--- src/rtl/ovi_vpu_responder_pkg.sv ---
`default_nettype none
// ============================================================================
//  Module      : ovi_vpu_responder_pkg
//  Description : OVI bus typedefs plus the responder's FSM state enum and
//                issue-queue entry struct.
//  Revision    : 1.0 - initial release
// ============================================================================
package ovi_vpu_responder_pkg;

    localparam int SB_ID_W = 5;

    // Vector CSR snapshot carried with every issued instruction
    typedef struct packed {
        logic [14:0] vl;
        logic        vill;
        logic [7:0]  vtype;
        logic [1:0]  vxrm;
        logic [2:0]  frm;
    } vcsr_t;

    typedef struct packed {
        logic               valid;
        logic [31:0]        instr;
        logic [63:0]        scalar_opnd;
        logic [SB_ID_W-1:0] sb_id;
        vcsr_t              vcsr;
    } vpu_issue_bus;

    typedef struct packed {
        logic [SB_ID_W-1:0] sb_id;
        logic               next_senior;
        logic               kill;
    } vpu_dispatch_bus;

    typedef struct packed {
        logic               valid;
        logic [SB_ID_W-1:0] sb_id;
        logic [63:0]        dest_reg;
        logic               illegal;
        logic [13:0]        vstart;
        logic               vxsat;
        logic [4:0]         fflags;
    } vpu_completed_bus;

    typedef enum logic [1:0] {
        ST_IDLE     = 2'd0,
        ST_EXEC     = 2'd1,
        ST_COMPLETE = 2'd2
    } resp_state_t;

    typedef struct packed {
        logic [31:0]        instr;
        logic [63:0]        scalar_opnd;
        logic [SB_ID_W-1:0] sb_id;
        vcsr_t              vcsr;
        logic               senior;
    } queue_entry_t;

endpackage : ovi_vpu_responder_pkg
`default_nettype wire

--- src/rtl/ovi_vpu_responder_if.sv ---
`default_nettype none
// ============================================================================
//  Module      : ovi_vpu_responder_if
//  Description : Core <-> VPU OVI signal bundle. The master modport is the
//                core side, the slave modport is the VPU responder.
//  Revision    : 1.0 - initial release
// ============================================================================
interface ovi_vpu_responder_if;
    import ovi_vpu_responder_pkg::*;

    vpu_issue_bus     issue;
    vpu_dispatch_bus  dispatch;
    logic             issue_credit;
    vpu_completed_bus completed;
    logic             sync_start;
    logic             err;

    modport master (
        output issue,
        output dispatch,
        input  issue_credit,
        input  completed,
        input  sync_start,
        input  err
    );

    modport slave (
        input  issue,
        input  dispatch,
        output issue_credit,
        output completed,
        output sync_start,
        output err
    );

endinterface : ovi_vpu_responder_if
`default_nettype wire

--- src/rtl/ovi_issue_fifo.sv ---
`default_nettype none
// ============================================================================
//  Module      : ovi_issue_fifo
//  Description : Generic issue queue with a wrap bit on each pointer so that
//                full and empty are distinguishable. Every slot is visible and
//                can be overwritten in place so the owner can update entries.
//  Revision    : 1.0 - initial release
// ============================================================================
module ovi_issue_fifo #(
    parameter int  DEPTH = 4,
    parameter type T     = logic
) (
    input  wire              clk,
    input  wire              rst_n,
    input  wire              push,
    input  T                 push_data,
    input  wire              pop,
    input  wire [DEPTH-1:0]  upd_en,
    input  T                 upd_data [DEPTH],
    output logic             full,
    output logic             empty,
    output T                 head,
    output T                 slots [DEPTH]
);

    localparam int                IDX_W  = (DEPTH > 1) ? $clog2(DEPTH) : 1;
    localparam logic [IDX_W-1:0]  C_LAST = IDX_W'(DEPTH - 1);

    T                 r_mem [DEPTH];
    logic [IDX_W-1:0] r_wr_idx;
    logic [IDX_W-1:0] r_rd_idx;
    logic             r_wr_wrap;
    logic             r_rd_wrap;
    logic             w_do_push;
    logic             w_do_pop;

    assign empty     = (r_wr_idx == r_rd_idx) && (r_wr_wrap == r_rd_wrap);
    assign full      = (r_wr_idx == r_rd_idx) && (r_wr_wrap != r_rd_wrap);
    assign w_do_pop  = pop && !empty;
    // A full queue still accepts a push when the head leaves in the same cycle
    assign w_do_push = push && (!full || w_do_pop);
    assign head      = r_mem[r_rd_idx];
    assign slots     = r_mem;

    // Pointer update, wrapping modulo DEPTH and toggling the wrap bit
    always_ff @(posedge clk or negedge rst_n) begin
        if (!rst_n) begin
            r_wr_idx  <= '0;
            r_wr_wrap <= 1'b0;
            r_rd_idx  <= '0;
            r_rd_wrap <= 1'b0;
        end else begin
            if (w_do_push) begin
                if (r_wr_idx == C_LAST) begin
                    r_wr_idx  <= '0;
                    r_wr_wrap <= ~r_wr_wrap;
                end else begin
                    r_wr_idx  <= r_wr_idx + 1'b1;
                end
            end
            if (w_do_pop) begin
                if (r_rd_idx == C_LAST) begin
                    r_rd_idx  <= '0;
                    r_rd_wrap <= ~r_rd_wrap;
                end else begin
                    r_rd_idx  <= r_rd_idx + 1'b1;
                end
            end
        end
    end

    // Slot storage: a push into a slot overrides an in-place update of it
    always_ff @(posedge clk) begin
        for (int i = 0; i < DEPTH; i++) begin
            if (w_do_push && (r_wr_idx == IDX_W'(i))) begin
                r_mem[i] <= push_data;
            end else if (upd_en[i]) begin
                r_mem[i] <= upd_data[i];
            end
        end
    end

endmodule : ovi_issue_fifo
`default_nettype wire

--- src/rtl/ovi_vpu_responder.sv ---
`default_nettype none
// ============================================================================
//  Module      : ovi_vpu_responder
//  Description : Minimal OVI VPU model. Queues issued instructions, waits for
//                each to become senior (or be killed at the head), executes for
//                a fixed latency and reports a completion.
//  Revision    : 1.0 - initial release
// ============================================================================
module ovi_vpu_responder
    import ovi_vpu_responder_pkg::*;
#(
    parameter int QUEUE_DEPTH  = 4,
    parameter int EXEC_LATENCY = 3
) (
    input  wire                 clk,
    input  wire                 rst_n,
    ovi_vpu_responder_if.slave  bus
);

    localparam logic [3:0] c_cnt_load = 4'(EXEC_LATENCY - 1);

    resp_state_t              r_state;
    resp_state_t              w_state_nxt;
    logic [3:0]               r_cnt;
    logic [3:0]               w_cnt_nxt;
    queue_entry_t             r_exec;
    logic                     r_credit;
    logic                     r_err;

    queue_entry_t             w_push_entry;
    queue_entry_t             w_head;
    queue_entry_t             w_slots    [QUEUE_DEPTH];
    queue_entry_t             w_upd_data [QUEUE_DEPTH];
    logic [QUEUE_DEPTH-1:0]   w_upd_en;
    logic                     w_full;
    logic                     w_empty;
    logic                     w_kill_pop;
    logic                     w_start_pop;
    logic                     w_pop;
    logic                     w_drop;
    logic                     w_unused;

    // Build the pushed entry and the per-slot senior updates; an entry pushed
    // in the same cycle as a matching next_senior is born senior
    always_comb begin
        w_push_entry.instr       = bus.issue.instr;
        w_push_entry.scalar_opnd = bus.issue.scalar_opnd;
        w_push_entry.sb_id       = bus.issue.sb_id;
        w_push_entry.vcsr        = bus.issue.vcsr;
        w_push_entry.senior      = bus.dispatch.next_senior &&
                                   (bus.dispatch.sb_id == bus.issue.sb_id);
        for (int i = 0; i < QUEUE_DEPTH; i++) begin
            w_upd_data[i]        = w_slots[i];
            w_upd_data[i].senior = 1'b1;
            w_upd_en[i]          = bus.dispatch.next_senior &&
                                   (w_slots[i].sb_id == bus.dispatch.sb_id);
        end
    end

    // Kill at the head takes priority over starting execution
    assign w_kill_pop  = bus.dispatch.kill && !w_empty &&
                         (w_head.sb_id == bus.dispatch.sb_id);
    assign w_start_pop = (r_state == ST_IDLE) && !w_empty && w_head.senior &&
                         !w_kill_pop;
    assign w_pop       = w_kill_pop || w_start_pop;
    assign w_drop      = bus.issue.valid && w_full && !w_pop;

    ovi_issue_fifo #(
        .DEPTH (QUEUE_DEPTH),
        .T     (queue_entry_t)
    ) u_fifo (
        .clk       (clk),
        .rst_n     (rst_n),
        .push      (bus.issue.valid),
        .push_data (w_push_entry),
        .pop       (w_pop),
        .upd_en    (w_upd_en),
        .upd_data  (w_upd_data),
        .full      (w_full),
        .empty     (w_empty),
        .head      (w_head),
        .slots     (w_slots)
    );

    // State, latency counter, execute register, credit pulse and sticky error
    always_ff @(posedge clk or negedge rst_n) begin
        if (!rst_n) begin
            r_state  <= ST_IDLE;
            r_cnt    <= '0;
            r_exec   <= '0;
            r_credit <= 1'b0;
            r_err    <= 1'b0;
        end else begin
            r_state  <= w_state_nxt;
            r_cnt    <= w_cnt_nxt;
            r_credit <= w_pop;
            r_err    <= r_err || w_drop;
            if (w_start_pop) begin
                r_exec <= w_head;
            end
        end
    end

    // Next-state and counter logic
    always_comb begin
        w_state_nxt = r_state;
        w_cnt_nxt   = r_cnt;
        case (r_state)
            ST_IDLE: begin
                if (w_start_pop) begin
                    w_state_nxt = ST_EXEC;
                    w_cnt_nxt   = c_cnt_load;
                end
            end
            ST_EXEC: begin
                if (r_cnt == 4'd0) begin
                    w_state_nxt = ST_COMPLETE;
                end else begin
                    w_cnt_nxt = r_cnt - 4'd1;
                end
            end
            ST_COMPLETE: begin
                w_state_nxt = ST_IDLE;
            end
            default: begin
                w_state_nxt = ST_IDLE;
            end
        endcase
    end

    // Completion report: all fields zero outside the COMPLETE cycle
    always_comb begin
        bus.completed = '0;
        if (r_state == ST_COMPLETE) begin
            bus.completed.valid    = 1'b1;
            bus.completed.sb_id    = r_exec.sb_id;
            bus.completed.dest_reg = r_exec.scalar_opnd + 64'(r_exec.vcsr.vl);
            bus.completed.illegal  = r_exec.vcsr.vill;
        end
    end

    assign bus.issue_credit = r_credit;
    assign bus.err          = r_err;
    assign bus.sync_start   = 1'b0;

    // Instruction word and remaining CSR fields ride along but are not reported
    assign w_unused = ^r_exec;

endmodule : ovi_vpu_responder
`default_nettype wire

--- src/flat_wrapper.sv ---
// flat-port wrapper written by rule: the top's interface ports become plain ports
module ovi_vpu_responder_flat import ovi_vpu_responder_pkg::*;
#(
    parameter int QUEUE_DEPTH  = 4,
    parameter int EXEC_LATENCY = 3
)
  (clk, rst_n, bus_issue, bus_dispatch, bus_issue_credit, bus_completed, bus_sync_start, bus_err);
  ovi_vpu_responder_if bus_i ();
  input  wire clk;
  input  wire rst_n;
  input wire logic [$bits(bus_i.issue)-1:0] bus_issue;
  input wire logic [$bits(bus_i.dispatch)-1:0] bus_dispatch;
  output wire logic [$bits(bus_i.issue_credit)-1:0] bus_issue_credit;
  output wire logic [$bits(bus_i.completed)-1:0] bus_completed;
  output wire logic [$bits(bus_i.sync_start)-1:0] bus_sync_start;
  output wire logic [$bits(bus_i.err)-1:0] bus_err;
  assign bus_i.issue = bus_issue;
  assign bus_i.dispatch = bus_dispatch;
  assign bus_issue_credit = bus_i.issue_credit;
  assign bus_completed = bus_i.completed;
  assign bus_sync_start = bus_i.sync_start;
  assign bus_err = bus_i.err;
  ovi_vpu_responder #(.QUEUE_DEPTH(QUEUE_DEPTH), .EXEC_LATENCY(EXEC_LATENCY)) u_core (.clk(clk), .rst_n(rst_n), .bus(bus_i));
endmodule
--- config.mk ---
export PLATFORM = sky130hd
export DESIGN_NAME = ovi_vpu_responder_flat
export DESIGN_NICKNAME = d
export VERILOG_FILES = /design/src/rtl/ovi_vpu_responder_pkg.sv /design/src/rtl/ovi_vpu_responder_if.sv /design/src/rtl/ovi_issue_fifo.sv /design/src/rtl/ovi_vpu_responder.sv /design/src/flat_wrapper.sv
export SDC_FILE = /design/constraint.sdc
export NUM_CORES = 1
export LEC_CHECK = 0
export BUFFER_PORTS_ARGS = -buffer_cell sky130_fd_sc_hd__buf_2
export CORE_MARGIN = 5
export CORE_UTILIZATION = 30
export CTS_CLUSTER_DIAMETER = 150
export DETAILED_ROUTE_END_ITERATION = 6
export PLACE_DENSITY = 0.59
export SYNTH_ARGS = -nofsm -noshare
export SYNTH_HDL_FRONTEND = slang
export SYNTH_SLANG_ARGS = --single-unit
export TNS_END_PERCENT = 5
--- constraint.sdc ---
create_clock -name clk -period 3.1 [get_ports clk]
set_input_delay 0.62 -clock clk [delete_from_list [all_inputs] [get_ports clk]]
set_output_delay 0.62 -clock clk [all_outputs]
set_load 0.005 [all_outputs]
==> results.yml, run 1 <==
logic_synthesis:
  syn_area_per_cell_um2: 13.66
  synth-warning-count: 0
  netlist-cell-type-count: 60
  yosysSeqAreaShare_pct: 58.69
  synth_enable_flop_cells: 344
  synth_top_flop_cell: "sky130_fd_sc_hd__edfxtp_1"
  syn-cell-area_um2: 21820
  synth-async-reset-ratio_pct: 22.35
  synthesis.instances: 1598
  ys_seq_elements: 443
global_route:
  track_usage_pct: 15.64
  number_of_global_route_vias_before_repair: 14900
  antenna_violations_before_repair: 15
  global_route.overflow_total: 0
  maximum_number_of_pins_on_one_net_before_global_route_repair: 141
  grt_first_pass_wirelength_um: 94520
detailed_routing:
  detail_route.vias_per_cell: 5.086
  drt_iter0_drc: 1329
  drt_pre_antenna_iters: 5
  drt-wirelength-per-cell_um: 22.05
  antenna_violating_nets_post_route: 0
  drc: 0
  finalWirelength_um: 62610
  num_vias: 14440
critical_path:
  cp_data_arrival_time_ns: 3.24
  startpoint: "u_core.r_exec[41]"
  worst_r2r_path_depth: 6
  timing.critical_path.required_ns: 2.48
  top_cell_family_by_delay_on_the_critical_path: "simple AND/OR/NAND/NOR gates"
  worstSetupEndpointType: "output port"
  path_cells: "ha_4, nand2_2, buf_4, or3_1, a21oi_2, buf_4, o211ai_1, buf_4, or4_1, a21oi_1, buf_4, buf_2"
  criticalPathCategory: "register to output port"
  r2r_end: "u_core.u_fifo.slots[69]"
  timing.critical_path.mode_cell: "sky130_fd_sc_hd__buf_4"
  worst_r2r_start: "u_core.u_fifo.r_rd_idx[0]"
  worstPathBufferInverterCount: 5
  crit_path_start_kind: "register"
  cp-endpoint: "bus_completed[79]"
  path_max_fanout: 4
  critical_path.slowest_cell: "sky130_fd_sc_hd__dfrtp_1"
  cp_slowest_stage_delay_ns: 0.41
  cp_num_cells: 12
  r2r_slack_ns: 0.13
timing:
  unrepaired_setup_endpoints_after_global_routing: "yes"
  setup-violations-final: 58
  maxSlewViolCount: 0
  fin_skew_ns: 0.01467
  timing.slew.headroom_pct: 45.59
  min_period_ns: 3.859
  min_period_over_period_pct: 124.5
  setup_ws_ns: -0.7587
  worst_slew_pin_tran_ns: 0.8161
  report.final.hold_viol_count: 0
  clock.fmax_ghz: 0.2592
pwr:
  totalPowerFinal_uw: 27410
  vdd.ir_drop.worst_mv: 0.7129
  p_comb_share_pct: 45.4
  power_density_nw_per_um2: 1023
  power.switching_fraction_pct: 35.82
  psw_uw: 9819
  static-leakage-power_uw: 0.01082
  internal-power_uw: 17600
  p_clk_share_pct: 20.0
  seq_power_share_pct: 34.6
worst_hold_path:
  timing.hold.worst.class: "input port to asynchronous set/reset pin"
floorplanning:
  placeableCoreArea_um2: 71850
  die_y_um: 279.7
  floorplan.initialDensity_pct: 30.37
  row_count: 98
  floorplan.die_area_um2: 78230
  top_level_ports: 234
  floorplan_die_width_um: 279.7
clock_tree:
  tritoncts: "done"
  clock-root-buffer: "sky130_fd_sc_hd__clkbuf_16"
  post_cts_hold_buffer_count: 0
  worstSkewPairLatency_ns: 0.58
  clock_tree.htree_level_count: 2
  cts_buffers: 46
  clock_sink_count: 443
  cts_buffer_depth: 3
  clkSlewWorstSetupHoldPaths_ns: 0.07
final_layout:
  drive_gt1_share_pct: 36.02
  final_area_um2: 26800
  final_cell_count_no_fill: 2839
  area_growth_syn_to_layout_pct: 22.79
  num-nets-final: 2011
placement:
  globalplace.congestion: 0.8331
  dpl_cells: 2746
  port_buffer_count: 167
  dpl_cell_area_um2: 24710
  detailed_place_hpwl_um: 41130
flow_run:
  cap_violations: 0
run_status:
  status: "complete, but fails checks"
  failed_checks: "negative setup slack"
## power groups by stage
stage / registers (uW) / clock network [uW] / logic (uW)
finish: 9490 / 5480 / 12400
global route: 9660 / 5830 / 13500
CTS: 9480 / 5570 / 12500
detailed placement: 9520 / 0 / 11900
global placement: 9410 / 0 / 11700
floorplan: 9290 / 0 / 7360
## worst register-to-register path, stage by stage (launching register included)
cell and delay, ns:
sky130_fd_sc_hd__dfrtp_4 0.55, sky130_fd_sc_hd__mux4_2 0.55, sky130_fd_sc_hd__nor3b_1 0.19, sky130_fd_sc_hd__or4_4 0.57, sky130_fd_sc_hd__o2bb2ai_4 0.20, sky130_fd_sc_hd__buf_12 0.23, sky130_fd_sc_hd__and3_1 0.44
## metal layers
metal / vias to the layer above / routed length, um / track usage (%)
met3: 82 / 3853 / 3.175
met2: 386 / 31390 / 26.77
met4: 14 / 1190 / 3.507
met1: 7370 / 26080 / 20.66
met5: - / 94 / 0
li1: 6587 / - / -
## cells in the final DEF (no fill, tap or decap), types with 17 or more instances in the layout
cell type	count
sky130_fd_sc_hd__nand2b_1	23
sky130_fd_sc_hd__conb_1	21
sky130_fd_sc_hd__nor2_1	28
sky130_fd_sc_hd__buf_4	146
sky130_fd_sc_hd__buf_12	21
sky130_fd_sc_hd__buf_2	160
sky130_fd_sc_hd__and3_1	350
sky130_fd_sc_hd__xor2_1	41
sky130_fd_sc_hd__nand3_1	21
sky130_fd_sc_hd__xnor2_1	17
sky130_fd_sc_hd__mux2_2	87
sky130_fd_sc_hd__a21oi_1	17
sky130_fd_sc_hd__mux4_2	86
sky130_fd_sc_hd__dfrtp_1	97
sky130_fd_sc_hd__edfxtp_1	344
sky130_fd_sc_hd__clkbuf_16	48
sky130_fd_sc_hd__clkbuf_1	17
sky130_fd_sc_hd__nand2_1	66
## per-stage QoR
| step | util, % | TNS [ns] | hold slack, ns | worst slack [ns] |
|---|---|---|---|---|
| after CTS | 37.08 | -28.86 | 0.003521 | -0.7994 |
| after detailed placement | 34.39 | -6.308 | 0.4586 | -0.3733 |
| final | 37.29 | -26.08 | 0.01101 | -0.7587 |
| after global placement | 34.39 | -6.530 | 0.4392 | -0.3696 |
| after floorplan | - | 0 | 0.3244 | 0.01209 |
| after global routing | 37.28 | -35.41 | 0.03347 | -0.9303 |
## sequential cells by signal, indices dropped and copies added (netlist names)
name                     cells
u_core.u_fifo.r_rd_wrap      1
u_core.u_fifo.r_rd_idx       2
u_core.u_fifo.r_wr_idx       2
u_core.u_fifo.r_wr_wrap      1
u_core.bus.err               1
u_core.r_state               2
u_core.bus.issue_credit      1
u_core.u_fifo.slots        344
u_core.r_exec               85
u_core.r_cnt                 4
## cells by family (layout without fill, tap and decap cells)
logic type	after synthesis	after routing	synth area share, %
simple gates	585	585	15.62
mux	195	195	14.37
fa+ha+maj	23	23	1.353
compound gates	124	124	3.899
flops	443	443	58.69
xor+xnor	58	58	2.328
other cells	1	25	0.01718
buf+inv	169	436	3.721
## synth_stat cells (5+ instances only)
cell / instances / area, um2
sky130_fd_sc_hd__nor3_1: 7 / 35.03
sky130_fd_sc_hd__or3_1: 7 / 43.79
sky130_fd_sc_hd__xnor2_1: 17 / 148.9
sky130_fd_sc_hd__o211ai_1: 11 / 82.58
sky130_fd_sc_hd__clkbuf_2: 33 / 165.2
sky130_fd_sc_hd__nand4_1: 15 / 93.84
sky130_fd_sc_hd__and2_1: 16 / 100.1
sky130_fd_sc_hd__a211oi_1: 8 / 60.06
sky130_fd_sc_hd__and4_1: 9 / 78.83
sky130_fd_sc_hd__clkbuf_1: 76 / 285.3
sky130_fd_sc_hd__nand3_1: 24 / 120.1
sky130_fd_sc_hd__nand2b_1: 24 / 150.1
sky130_fd_sc_hd__mux4_2: 86 / 1937
sky130_fd_sc_hd__xor2_1: 41 / 359.1
sky130_fd_sc_hd__buf_6: 5 / 56.30
sky130_fd_sc_hd__inv_1: 13 / 48.80
sky130_fd_sc_hd__a21o_1: 6 / 45.04
sky130_fd_sc_hd__or4_1: 6 / 45.04
sky130_fd_sc_hd__nor4_1: 7 / 43.79
sky130_fd_sc_hd__buf_2: 16 / 80.08
sky130_fd_sc_hd__buf_4: 21 / 157.7
sky130_fd_sc_hd__a21oi_1: 35 / 175.2
sky130_fd_sc_hd__and3_1: 351 / 2196
sky130_fd_sc_hd__o21ai_0: 22 / 110.1
sky130_fd_sc_hd__edfxtp_1: 344 / 10330
sky130_fd_sc_hd__o2111ai_1: 5 / 43.79
sky130_fd_sc_hd__mux2_2: 87 / 979.7
sky130_fd_sc_hd__o31ai_1: 5 / 37.54
sky130_fd_sc_hd__mux2i_1: 22 / 220.2
sky130_fd_sc_hd__ha_1: 22 / 275.3
sky130_fd_sc_hd__dfrtp_1: 99 / 2477
sky130_fd_sc_hd__nor2_1: 35 / 131.4
sky130_fd_sc_hd__nand2_1: 71 / 266.5
sky130_fd_sc_hd__buf_1: 5 / 18.77
## repair_timing
action / 4_1_cts / 5_1_grt
pin swaps: 26 / 13
buffers inserted: 5 / 0
gates resized for setup: 97 / 32
setup endpoints to repair: 59 / 59
hold endpoints to repair: 0 / 0
## worst min path at each step
| stage | from | endpoint | cells past startpoint |
|---|---|---|---|
| 2_1_floorplan | rst_n | u_core.bus.err | 0 |
| 3_3_place_gp | u_core.bus.err | u_core.bus.err | 1 |
| 3_5_place_dp | u_core.bus.err | u_core.bus.err | 1 |
| 4_1_cts | rst_n | u_core.r_exec[14] | 1 |
| 5_1_grt | rst_n | u_core.r_exec[14] | 1 |
| 6_report | rst_n | u_core.r_exec[14] | 1 |
## final cells by class
type | instances | area [um2]
clock buffer | 68 | 1306
timing repair buffer | 338 | 2441
sequential | 443 | 12810
fill | 6916 | 45060
antenna | 4 | 10.01
clock inverter | 17 | 162.7
tap | 950 | 1189
inverter | 13 | 48.80
multi-input combinational | 1006 | 8823
Note: power is estimated with default switching activity, not from simulation.
==> inputs of run 2 (changes only) <==
--- a/config.mk
+++ b/config.mk
@@ -9,6 +9,6 @@
 export CORE_MARGIN = 5
-export CORE_UTILIZATION = 30
+export CORE_UTILIZATION = 49
 export CTS_CLUSTER_DIAMETER = 150
 export DETAILED_ROUTE_END_ITERATION = 6
-export PLACE_DENSITY = 0.59
+export PLACE_DENSITY = 0.82
 export SYNTH_ARGS = -nofsm -noshare
==> constraint.sdc (replaced) <==
create_clock -name clk -period 3.1 [get_ports clk]
set_input_delay 0.31 -clock clk [delete_from_list [all_inputs] [get_ports clk]]
set_output_delay 0.31 -clock clk [all_outputs]
set_load 0.005 [all_outputs]
==> results.yml, run 2 (synthesis gave the netlist of run 1 again) <==
final_layout:
  area_growth_syn_to_layout_pct: 16.98
  utilization_pct: 57.85
  multi_input_comb_area_um2: 8810
  layout.cells.most_common_list: "sky130_fd_sc_hd__and3_1 (351), sky130_fd_sc_hd__edfxtp_1 (344), sky130_fd_sc_hd__buf_2 (164)"
  num-nets-final: 1920
  mostFrequentLayoutCell: "sky130_fd_sc_hd__and3_1"
  drive_gt1_share_pct: 31.98
  fillerInstances: 3389
  flip_flop_count_of_the_largest_register_all_copies_and_words_added: 344
  sequential_cell_area_um2: 12810
detailed_routing:
  finalWirelength_um: 56810
  drt-wirelength-per-cell_um: 23.80
  drt_iter0_drc: 1600
  drc: 0
  antenna_violating_nets_post_route: 0
  num_vias: 14560
  detail_route.vias_per_cell: 6.100
  drt_pre_antenna_iters: 6
timing:
  timing.slew.headroom_pct: 31.56
  fin_skew_ns: 0.01399
  report.final.hold_viol_count: 0
  worst_slew_pin_tran_ns: 1.027
  min_period_over_period_pct: 112.6
  holdWs_ns: 0.04666
  setup_ws_ns: -0.3917
  clock.fmax_ghz: 0.2864
  unrepaired_setup_endpoints_after_global_routing: "yes"
  maxSlewViolCount: 0
  min_period_ns: 3.492
  setup-violations-final: 50
clock_tree:
  worstSkewPairLatency_ns: 0.55
  clock_tree.htree_level_count: 2
  cts_buffers: 44
  clock-root-buffer: "sky130_fd_sc_hd__clkbuf_16"
  clkSlewWorstSetupHoldPaths_ns: 0.07
  cts_buffer_depth: 3
  tritoncts: "done"
  clock_sink_count: 443
placement:
  detailed_place_hpwl_um: 34910
  port_buffer_count: 167
  globalplace.congestion: 0.8808
floorplanning:
  floorplan.initialDensity_pct: 49.46
  row_count: 77
  die_y_um: 221.0
  floorplan.die_area_um2: 48860
  floorplan_die_width_um: 221.0
  top_level_ports: 234
  placeableCoreArea_um2: 44120
pwr:
  vdd.ir_drop.worst_mv: 1.102
  power_density_nw_per_um2: 1033
  p_clk_share_pct: 20.5
  p_comb_share_pct: 42.9
  static-leakage-power_uw: 0.01033
  seq_power_share_pct: 36.6
  psw_uw: 9451
  internal-power_uw: 16920
  power.switching_fraction_pct: 35.83
worst_hold_path:
  worstHoldEndpoint: "u_core.bus.err"
  worst_min_path_start: "bus_issue[130]"
  number_of_instances_on_the_worst_hold_path: 2
  timing.hold.worst.class: "input port to register"
global_route:
  number_of_global_route_vias_before_repair: 14550
  antenna_violations_before_repair: 12
  maximum_number_of_pins_on_one_net_before_global_route_repair: 179
  global_route.overflow_total: 0
  track_usage_pct: 22.42
  grt_first_pass_wirelength_um: 86580
critical_path:
  worst_r2r_start: "u_core.u_fifo.r_rd_idx[0]"
  worst_r2r_path_depth: 6
  r2r_slack_ns: 0.04
  worstSetupEndpointType: "output port"
  path_max_fanout: 6
  crit_path_start_kind: "register"
  cp_data_arrival_time_ns: 3.18
  timing.critical_path.required_ns: 2.79
  r2r_end: "u_core.u_fifo.slots[71]"
  criticalPathCategory: "register to output port"
run_status:
  status: "complete, but fails checks"
  failed_checks: "negative setup slack"
flow_run:
  cap_violations: 0
[run 2: layout make-up]
cell class              count  share of cell area [%]
multi-input cells        1007                   34.51
diodes                      3                 0.02941
well taps                 592                   2.902
repair buffers            248                   6.470
clock buffers              61                   4.803
flip-flops and latches    443                   50.20
clock inverters            20                  0.8969
inverters                  13                  0.1911
[run 2: metal layers]
layer / part of all wire, % / global-route usage (%) / vias up
li1: - / - / 6423
met1: 39 / 30.01 / 7385
met2: 50 / 37.58 / 628
met3: 7.8 / 4.532 / 107
met4: 2.6 / 6.583 / 18
met5: 0.19 / 0 / -
[run 2: repair_timing]
| action | in CTS | in global routing |
|---|---|---|
| endpoints found under the setup margin | 53 | 55 |
| hold buffers | 1 | 0 |
| pin swaps | 27 | 11 |
| setup buffers | 7 | 3 |
| endpoints found under the hold margin | 65 | 0 |
| gates cloned | 1 | 0 |
| resized for setup | 63 | 44 |
[run 2: per-stage QoR]
stage,setup TNS (ns),power (uW),cells,cell area (um2),worst slack [ns]
5_1_grt,-16.11,27660,2386,25530,-0.5203
6_report,-10.55,26380,2387,25530,-0.3917
3_3_place_gp,-0.02628,19630,2292,23460,-0.02628
4_1_cts,-10.23,26060,2381,25320,-0.3961
3_5_place_dp,0,20000,2292,23460,0.02399
2_1_floorplan,0,16650,1618,21900,0.1037
[run 2: how the worst max path moves through the flow]
stage	endpoint	cells after the start	start	slack, ns
6_report	bus_completed[73]	10	u_core.r_exec[23]	-0.39
5_1_grt	bus_completed[82]	10	u_core.r_exec[43]	-0.52
4_1_cts	bus_completed[81]	9	u_core.r_exec[43]	-0.40
3_5_place_dp	bus_completed[77]	9	u_core.r_exec[21]	0.02
3_3_place_gp	bus_completed[61]	9	u_core.r_exec[28]	-0.03
2_1_floorplan	u_core.u_fifo.slots[131]	9	u_core.u_fifo.r_rd_idx[1]	0.10
[run 2: worst max-delay path: stages, from the launching register on]
cell,delay [ns]
sky130_fd_sc_hd__dfrtp_1,0.42
sky130_fd_sc_hd__ha_4,0.32
sky130_fd_sc_hd__nand2_2,0.05
sky130_fd_sc_hd__or4_4,0.56
sky130_fd_sc_hd__a21oi_4,0.17
sky130_fd_sc_hd__buf_6,0.12
sky130_fd_sc_hd__o211ai_1,0.12
sky130_fd_sc_hd__or4_1,0.46
sky130_fd_sc_hd__a21oi_2,0.15
sky130_fd_sc_hd__buf_4,0.14
sky130_fd_sc_hd__buf_4,0.10
[run 2: power by group through the flow]
stage	clock, uW	combinational, uW	sequential (uW)
floorplan	0	7360	9290
global placement	0	10200	9480
detailed placement	0	10400	9630
CTS	5480	11000	9600
global route	5740	12100	9790
finish	5410	11300	9650
